**config.mk**
```make
export PLATFORM = sky130hd
export DESIGN_NAME = cmip_fifo_burst_rd
export DESIGN_NICKNAME = d
export VERILOG_FILES = /design/src/rtl/cmip_fifo_burst_rd_pkg.sv /design/src/rtl/cmip_burst_tmo_timer.sv /design/src/rtl/cmip_fifo_burst_rd.sv
export SDC_FILE = /design/constraint.sdc
export NUM_CORES = 1
export LEC_CHECK = 0
export BUFFER_PORTS_ARGS = -buffer_cell sky130_fd_sc_hd__buf_4
export CAP_MARGIN = 15
export CORE_AREA = 8 8 414 416
export CTS_CLUSTER_SIZE = 24
export DETAILED_ROUTE_END_ITERATION = 12
export DIE_AREA = 0 0 422 424
export PLACE_DENSITY = 0.34
export SYNTH_ARGS = -nofsm -noshare
export SYNTH_HDL_FRONTEND = slang
export SYNTH_HIERARCHICAL = 1
export SYNTH_SLANG_ARGS = --single-unit
```
**constraint.sdc**
```tcl
create_clock -name i_clk -period 4.8 [get_ports i_clk]
set_input_delay 0 -clock i_clk [delete_from_list [all_inputs] [get_ports i_clk]]
set_output_delay 0 -clock i_clk [all_outputs]
set_load 0.02 [all_outputs]
```
**src/rtl/cmip_fifo_burst_rd_pkg.sv**
```systemverilog
// Shared types and sizing helpers for the cmip_fifo_burst_rd drain stage.
// Optional partial-burst timeout is controlled by macro CMIP_FIFO_BURST_RD_TMO_EN.
package cmip_fifo_burst_rd_pkg;

  typedef enum logic {
    ST_IDLE  = 1'b0,
    ST_BURST = 1'b1
  } state_t;

  // Width of the completed-burst counter.
  localparam int BURST_CNT_WDTH = 16;

  // Beat counter must hold values 0..burst_len inclusive.
  function automatic int beat_cnt_wdth(input int burst_len);
    return $clog2(burst_len + 1);
  endfunction

endpackage

```
**src/rtl/cmip_burst_tmo_timer.sv**
```systemverilog
// Partial-burst timeout counter: counts while enabled, clears on clr,
// flags expiry on the cycle the count reaches th-1. A threshold of 0 never expires.
// Used by cmip_fifo_burst_rd only when CMIP_FIFO_BURST_RD_TMO_EN is defined.
module cmip_burst_tmo_timer #(
  parameter int TMO_WDTH = 16
) (
  input  logic                clk,
  input  logic                rst_n,
  input  logic                clr,
  input  logic                en,
  input  logic [TMO_WDTH-1:0] th,
  output logic                expire
);

  logic [TMO_WDTH-1:0] cnt;

  // Counter register: synchronous clear has priority over counting.
  always_ff @(posedge clk) begin
    if (!rst_n || clr) begin
      cnt <= '0;
    end else if (en) begin
      cnt <= cnt + 1'b1;
    end
  end

  // Expiry is qualified by en so a stale count never fires outside the window.
  always_comb begin
    expire = en && (th != '0) && (cnt == (th - 1'b1));
  end

endmodule

```
**src/rtl/cmip_fifo_burst_rd.sv**
```systemverilog
// Read-side drain stage for an FWFT async FIFO: pops words and emits them as
// sop/eop-framed bursts on a valid/ready stream.
// Handshake: a beat transfers on any rising edge where o_vld=1 and i_rdy=1;
// while o_vld=1 and i_rdy=0 the beat (o_data/o_sop/o_eop) is held unchanged.
// FIFO side: o_fifo_rd pops the FWFT head in the same cycle it is captured.
// Optional macro CMIP_FIFO_BURST_RD_TMO_EN adds a timeout that flushes partial bursts.
// FSM state is visible externally through o_busy (1 = ST_BURST).
module cmip_fifo_burst_rd
  import cmip_fifo_burst_rd_pkg::*;
#(
  parameter int DATA_WDTH = 512,
  parameter int ADDR_WDTH = 5,
  parameter int BURST_LEN = 8,
  parameter int TMO_WDTH  = 16
) (
  input  logic                      i_clk,
  input  logic                      i_rst_n,
  input  logic                      i_fifo_empty,
  input  logic [ADDR_WDTH:0]        i_fifo_rd_cnt,
  input  logic [DATA_WDTH-1:0]      i_fifo_dout,
  output logic                      o_fifo_rd,
  input  logic [TMO_WDTH-1:0]       i_tmo_th,
  output logic                      o_vld,
  input  logic                      i_rdy,
  output logic [DATA_WDTH-1:0]      o_data,
  output logic                      o_sop,
  output logic                      o_eop,
  output logic                      o_busy,
  output logic [BURST_CNT_WDTH-1:0] o_burst_cnt
);

  localparam int BL_W  = beat_cnt_wdth(BURST_LEN);
  localparam int CNT_W = ADDR_WDTH + 1;

  state_t          state, state_nxt;
  logic [BL_W-1:0] beats_left;
  logic [BL_W-1:0] burst_len_q;
  logic [BL_W-1:0] start_len;
  logic            start;
  logic            load;
  logic            eop_acc;
  logic            full_avail;

  assign full_avail = (i_fifo_rd_cnt >= CNT_W'(BURST_LEN));
  assign load       = (state == ST_BURST) && (beats_left != '0) && !i_fifo_empty &&
                      (!o_vld || i_rdy);
  assign eop_acc    = o_vld && i_rdy && o_eop;
  assign o_fifo_rd  = load;
  assign o_busy     = (state == ST_BURST);

`ifdef CMIP_FIFO_BURST_RD_TMO_EN
  logic tmo_en;
  logic tmo_expire;

  // Timer runs only while a partial amount of data sits in the FIFO in IDLE.
  always_comb begin
    tmo_en = (state == ST_IDLE) && (i_fifo_rd_cnt != '0) && !full_avail;
  end

  cmip_burst_tmo_timer #(
    .TMO_WDTH (TMO_WDTH)
  ) u_tmo (
    .clk    (i_clk),
    .rst_n  (i_rst_n),
    .clr    (!tmo_en),
    .en     (tmo_en),
    .th     (i_tmo_th),
    .expire (tmo_expire)
  );
`else
  logic tmo_th_unused;
  assign tmo_th_unused = ^i_tmo_th;
`endif

  // Next-state logic: full burst has priority over a coinciding timeout.
  always_comb begin
    state_nxt = state;
    start     = 1'b0;
    start_len = '0;
    case (state)
      ST_IDLE: begin
        if (full_avail) begin
          state_nxt = ST_BURST;
          start     = 1'b1;
          start_len = BL_W'(BURST_LEN);
        end
`ifdef CMIP_FIFO_BURST_RD_TMO_EN
        else if (tmo_expire) begin
          state_nxt = ST_BURST;
          start     = 1'b1;
          start_len = BL_W'(i_fifo_rd_cnt);
        end
`endif
      end
      ST_BURST: begin
        if ((beats_left == '0) && eop_acc) begin
          state_nxt = ST_IDLE;
        end
      end
      default: state_nxt = ST_IDLE;
    endcase
  end

  // State register.
  always_ff @(posedge i_clk) begin
    if (!i_rst_n) begin
      state <= ST_IDLE;
    end else begin
      state <= state_nxt;
    end
  end

  // Beat bookkeeping: remaining beats and the length of the current burst.
  always_ff @(posedge i_clk) begin
    if (!i_rst_n) begin
      beats_left  <= '0;
      burst_len_q <= '0;
    end else if (start) begin
      beats_left  <= start_len;
      burst_len_q <= start_len;
    end else if (load) begin
      beats_left  <= beats_left - 1'b1;
    end
  end

  // Output register: loads a popped word, holds while stalled, drains on accept.
  always_ff @(posedge i_clk) begin
    if (!i_rst_n) begin
      o_vld  <= 1'b0;
      o_data <= '0;
      o_sop  <= 1'b0;
      o_eop  <= 1'b0;
    end else if (load) begin
      o_vld  <= 1'b1;
      o_data <= i_fifo_dout;
      o_sop  <= (beats_left == burst_len_q);
      o_eop  <= (beats_left == BL_W'(1));
    end else if (i_rdy) begin
      o_vld  <= 1'b0;
      o_sop  <= 1'b0;
      o_eop  <= 1'b0;
    end
  end

  // Completed-burst counter; wraps naturally at its width.
  always_ff @(posedge i_clk) begin
    if (!i_rst_n) begin
      o_burst_cnt <= '0;
    end else if (eop_acc) begin
      o_burst_cnt <= o_burst_cnt + 1'b1;
    end
  end

endmodule

```
* After elaboration in Yosys (flattened, before gate mapping) *
Cells that the tools add are included.
W data, S select, Z words.

word-level totals
  logic and storage cells = 39
  input bits = 538
  register bits = 540
  output and inout port bits = 533

cells by class
  mux-type cells = 12
  magnitude comparators = 1
  reductions and logical operators = 13
  bitwise logic cells = 1
  $add $sub $neg = 2
  eq/ne operators = 2

operators with widths
  kind                     count
  $add A16 B1 Y16 const B  1
  $mux W4                  4
  $mux W1                  7
  $ge A6 B4 Y1 const B     1
  $logic_and A1 B1 Y1      6
  $eq A4 B1 Y1 const B     1
  $eq A4 B4 Y1             1
  $logic_not A4 Y1         1
  $reduce_bool A2 Y1       2
  $reduce_bool A4 Y1       1
  $sub A4 B1 Y4 const B    1
  $logic_not A1 Y1         2
  $pmux W1 S2              1
  $logic_or A1 B1 Y1       1
  $not A1 Y1               1

* Longest topological paths before layout *
  depth after elaboration = 6
  depth in mapped cells = 10
  mapped depth without buffers = 7

* Least setup slack after synthesis *
Ideal clock, no wire load.

  kind = register -> register
  from = register beats_left[0]
  to = register o_data[449]
  arrival = 1789 ps
  setup time = 70 ps
  slack = 2940 ps
  buffers on the path = 2
  stages on the path, launching flop included = 10
  clock period less this slack = 1860 ps
  required time = 4730 ps
  cell sequence = dfxtp_1 inv_1 ha_1 or3b_4 nand3_2 inv_2 buf_2 clkbuf_1 nand2_1 a21oi_1

on the way
  longest elaborated chain between the ends = 4

RTL lines
  element                           line                       RTL
  from (decl)                       cmip_fifo_burst_rd.sv:36   logic [BL_W-1:0] beats_left;
  from (signal assigned)            cmip_fifo_burst_rd.sv:119  beats_left <= start_len;
  from (signal assigned)            cmip_fifo_burst_rd.sv:122  beats_left <= beats_left - 1'b1;
  $reduce_bool A4 Y1                cmip_fifo_burst_rd.sv:45   assign load = (state == ST_BURST) && (beats_left != '0) && !i_fifo_empty &&
  $logic_and A1 B1 Y1 (3 in a row)  cmip_fifo_burst_rd.sv:45
  named net o_fifo_rd               cmip_fifo_burst_rd.sv:21   output logic o_fifo_rd,
  to (signal assigned)              cmip_fifo_burst_rd.sv:135  o_data <= i_fifo_dout;
  to (decl)                         cmip_fifo_burst_rd.sv:25   output logic [DATA_WDTH-1:0] o_data,

The timed path passes the listed nets, and every way through them passes these cells.
A chain may end at the register's enable or synchronous reset.

* Worst setup path in the final report *
  from = register beats_left[0]
  to = output port o_fifo_rd

on the way
  longest elaborated chain between the ends = 4

RTL lines
  element                           line
  $reduce_bool A4 Y1                cmip_fifo_burst_rd.sv:45
  $logic_and A1 B1 Y1 (3 in a row)  cmip_fifo_burst_rd.sv:45
  to (decl)                         cmip_fifo_burst_rd.sv:21

Every way passes these cells.

==> impl_metrics.json <==
{
  "die_area_um2": 179000,
  "synth-compound-area-share_pct": 14.4,
  "cp_data_required_time_ns": 4.80,
  "drt_iter0_drc": 1107,
  "track_usage_pct": 11.5,
  "synthArstFlopShare_pct": 0,
  "syn-instance-count": 2354,
  "total_power_mw": 12.0,
  "coreArea_um2": 164000,
  "ctsLongestPathBuffers": 3,
  "place_inst": 5450,
  "intPower_mw": 8.82,
  "period_share_pct": 73.4,
  "worst-setup-path-type": "reg2out",
  "dr.pass1.iters": 5,
  "dp_hpwl_mm": 80.3,
  "cts_num_sinks": 537,
  "finalClockSkew_ns": 0.0307,
  "place.gp.congestion": 0.787,
  "crit_family": "buffers and inverters",
  "grt_antenna_before_repair": 13,
  "cpPeakStageDelay_ns": 0.72,
  "grt_max_degree": 161,
  "slew_headroom_pct": 25.3,
  "combPwrFrac_pct": 14.2,
  "initial_core_util_pct": 11.3,
  "die_height_um": 424,
  "wl_per_cell_um": 17.9,
  "tightest_slew_ns": 1.12,
  "yosysSeqAreaShare_pct": 57.7,
  "dieWidth_um": 422,
  "cts_setup_buffers": 0,
  "cp-start-kind": "flop",
  "worst-path-buf-inv": 4,
  "num_rows": 149,
  "postLayoutCellArea_um2": 36700,
  "portBuffers": 1051,
  "synth_warnings": 6,
  "synth_edf_count": 0,
  "cts_root_buffer": "clkbuf_16",
  "synthMuxAreaShare_pct": 0.108,
  "via_per_inst": 3.52,
  "io_pins": 1071,
  "grt_pass1_wl_mm": 155,
  "worstPathCellList": "inv_1 -> ha_1 -> or3b_4 -> nand3_4 -> inv_8 -> buf_4 -> buf_4",
  "drv_slew": 0,
  "drc": 0,
  "tns_ns": 0,
  "cts_resized": 0,
  "layout-drive-gt1-share_pct": 30.3,
  "vias": 21500,
  "final-hold-violation-count": 0,
  "worstPathMaxFanout": 80,
  "rsz0062_at_grt": "no",
  "synth_cell_type_count": 35,
  "outcome": "completed",
  "clockPowerShare_pct": 46.7,
  "crit_top_cell": "buf_4",
  "swShare_pct": 26.6,
  "cap_violations": 0,
  "instances_no_fill": 6127,
  "vdd_drop_max_mv": 0.217,
  "grt_remaining_overflow": 0,
  "h-tree-depth": 3,
  "syn_area_um2": 18600,
  "ys_ff_latch": 537,
  "layout_common_cells": "1071 x buf_4, 1032 x nand2_1, 548 x dlygate4sd3_1",
  "power_switching_mw": 3.20,
  "grt_pass1_vias": 21900,
  "fmax_ghz": 0.284,
  "tritoncts": "done",
  "setup_viol": 0,
  "cts_buffers": 74,
  "syn-num-nets": 2895,
  "synth_xor_area_share_pct": 0.517,
  "place_area_um2": 28800,
  "synth-adder-area-share_pct": 0.202,
  "areaGrowthSynthToFinish_pct": 97.1,
  "clk-insertion-delay-late_ns": 0.66,
  "endpoint_kind": "primary output",
  "min-delay-path-class": "in2reg",
  "avgSynthCellArea_um2": 7.91,
  "wl_mm": 110,
  "pwr-share-seq_pct": 39.1,
  "cts.clk_slew.worst_paths_ns": 0.06,
  "crit_slowest_cell": "inv_8",
  "synth-simple-area-share_pct": 22.6,
  "nets": 4426,
  "powerDensity_nw_per_um2": 328,
  "synth_top_family_by_area": "simple AND/OR/NAND/NOR gates",
  "layout_commonest_cell": "buf_4",
  "fin_crit_ns": 3.52,
  "synthFlopType": "dfxtp_1",
  "ant_nets": 0,
  "cp.arrival_ns": 3.52,
  "leakage_nw": 14.9
}
## sequential cells by signal, summed over array words and instances, names as in the netlist
register     flops
beats_left       4
burst_len_q      1
o_burst_cnt     16
o_busy           1
o_data         512
o_eop            1
o_sop            1
o_vld            1
## Yosys cell counts (3+ instances only)
| library cell | instances | share of area (%) |
|---|---|---|
| buf_2 | 61 | 1.6 |
| or3_1 | 5 | 0.17 |
| xnor2_1 | 5 | 0.24 |
| ha_1 | 3 | 0.20 |
| nand4_1 | 6 | 0.20 |
| buf_6 | 11 | 0.67 |
| dfxtp_1 | 537 | 58 |
| nand2_1 | 1032 | 21 |
| nor3_1 | 4 | 0.11 |
| a21oi_1 | 522 | 14 |
| buf_1 | 12 | 0.24 |
| nor2_1 | 16 | 0.32 |
| clkbuf_1 | 88 | 1.8 |
| and4_1 | 3 | 0.14 |
| o21ai_0 | 6 | 0.16 |
| nand3_1 | 9 | 0.24 |
| xor2_1 | 6 | 0.28 |
| inv_1 | 4 | 0.081 |
## final timing paths
kind,from,cells past startpoint,endpoint,slack [ns]
hold reg to reg,o_data[46],2,o_data[46],0.45
setup / recovery,beats_left[0],7,o_fifo_rd,1.28
setup reg to reg,beats_left[0],9,o_data[23],1.49
hold / removal,i_fifo_dout[496],4,o_data[496],0.14
## stage by stage
step / setup WS [ns] / hold slack (ns) / util (%)
global route: 0.913 / 0.0856 / 22.3
global placement: 1.63 / 0.247 / 17.5
CTS: 0.984 / 0.0308 / 22.3
detailed placement: 1.62 / 0.256 / 17.5
floorplan: 2.94 / 0.118 / -
finish: 1.28 / 0.142 / 22.3
## repair_timing
action | 4_1_cts | 5_1_grt
hold endpoints to repair | 534 | 0
setup endpoints to repair | 0 | 0
hold buffers | 548 | 0
## logic make-up (layout without fill, tap and decap cells)
family,Yosys count,after routing
AO/OA/AOI/OAI,532,532
XOR/XNOR,11,11
adder cells (fa/ha/maj),3,3
buffers and inverters,179,1761
flip-flops,537,537
multiplexers,2,2
other,0,2
AND/OR/NAND/NOR,1090,1090
## worst register-to-register path: cells and delay by family (launching register included)
kind / cells / cell delay, ns
compound gates: 1 / 0.13
fa+ha+maj: 1 / 0.20
flops: 1 / 0.39
buf+inv: 4 / 1.81
simple gates: 3 / 0.75
## area by class of cell
class / instances / area (um^2)
clock buffer: 109 / 2170
antenna: 2 / 5.00
timing repair buffer: 1629 / 13700
sequential: 537 / 10800
clock inverter: 18 / 244
tap: 2189 / 2740
fill: 18400 / 128000
inverter: 5 / 33.8
multi-input combinational: 1638 / 7040
## power groups by stage
stage | registers, mW | logic, mW | clock network [mW]
3_5_place_dp | 4.79 | 1.35 | 0
4_1_cts | 4.70 | 1.75 | 5.90
3_3_place_gp | 4.79 | 1.35 | 0
2_1_floorplan | 4.96 | 0.371 | 0
6_report | 4.70 | 1.71 | 5.61
5_1_grt | 4.71 | 1.84 | 6.07
## metal layers
layer / wire length [um] / share of wire (%) / GRT usage [%]
met5: 0 / 0 / 0
met4: 2930 / 2.7 / 3.67
met2: 55800 / 51 / 20.5
met1: 42900 / 39 / 12.9
met3: 7860 / 7.2 / 3.76
No activity file was read; power rests on OpenSTA's default activity.
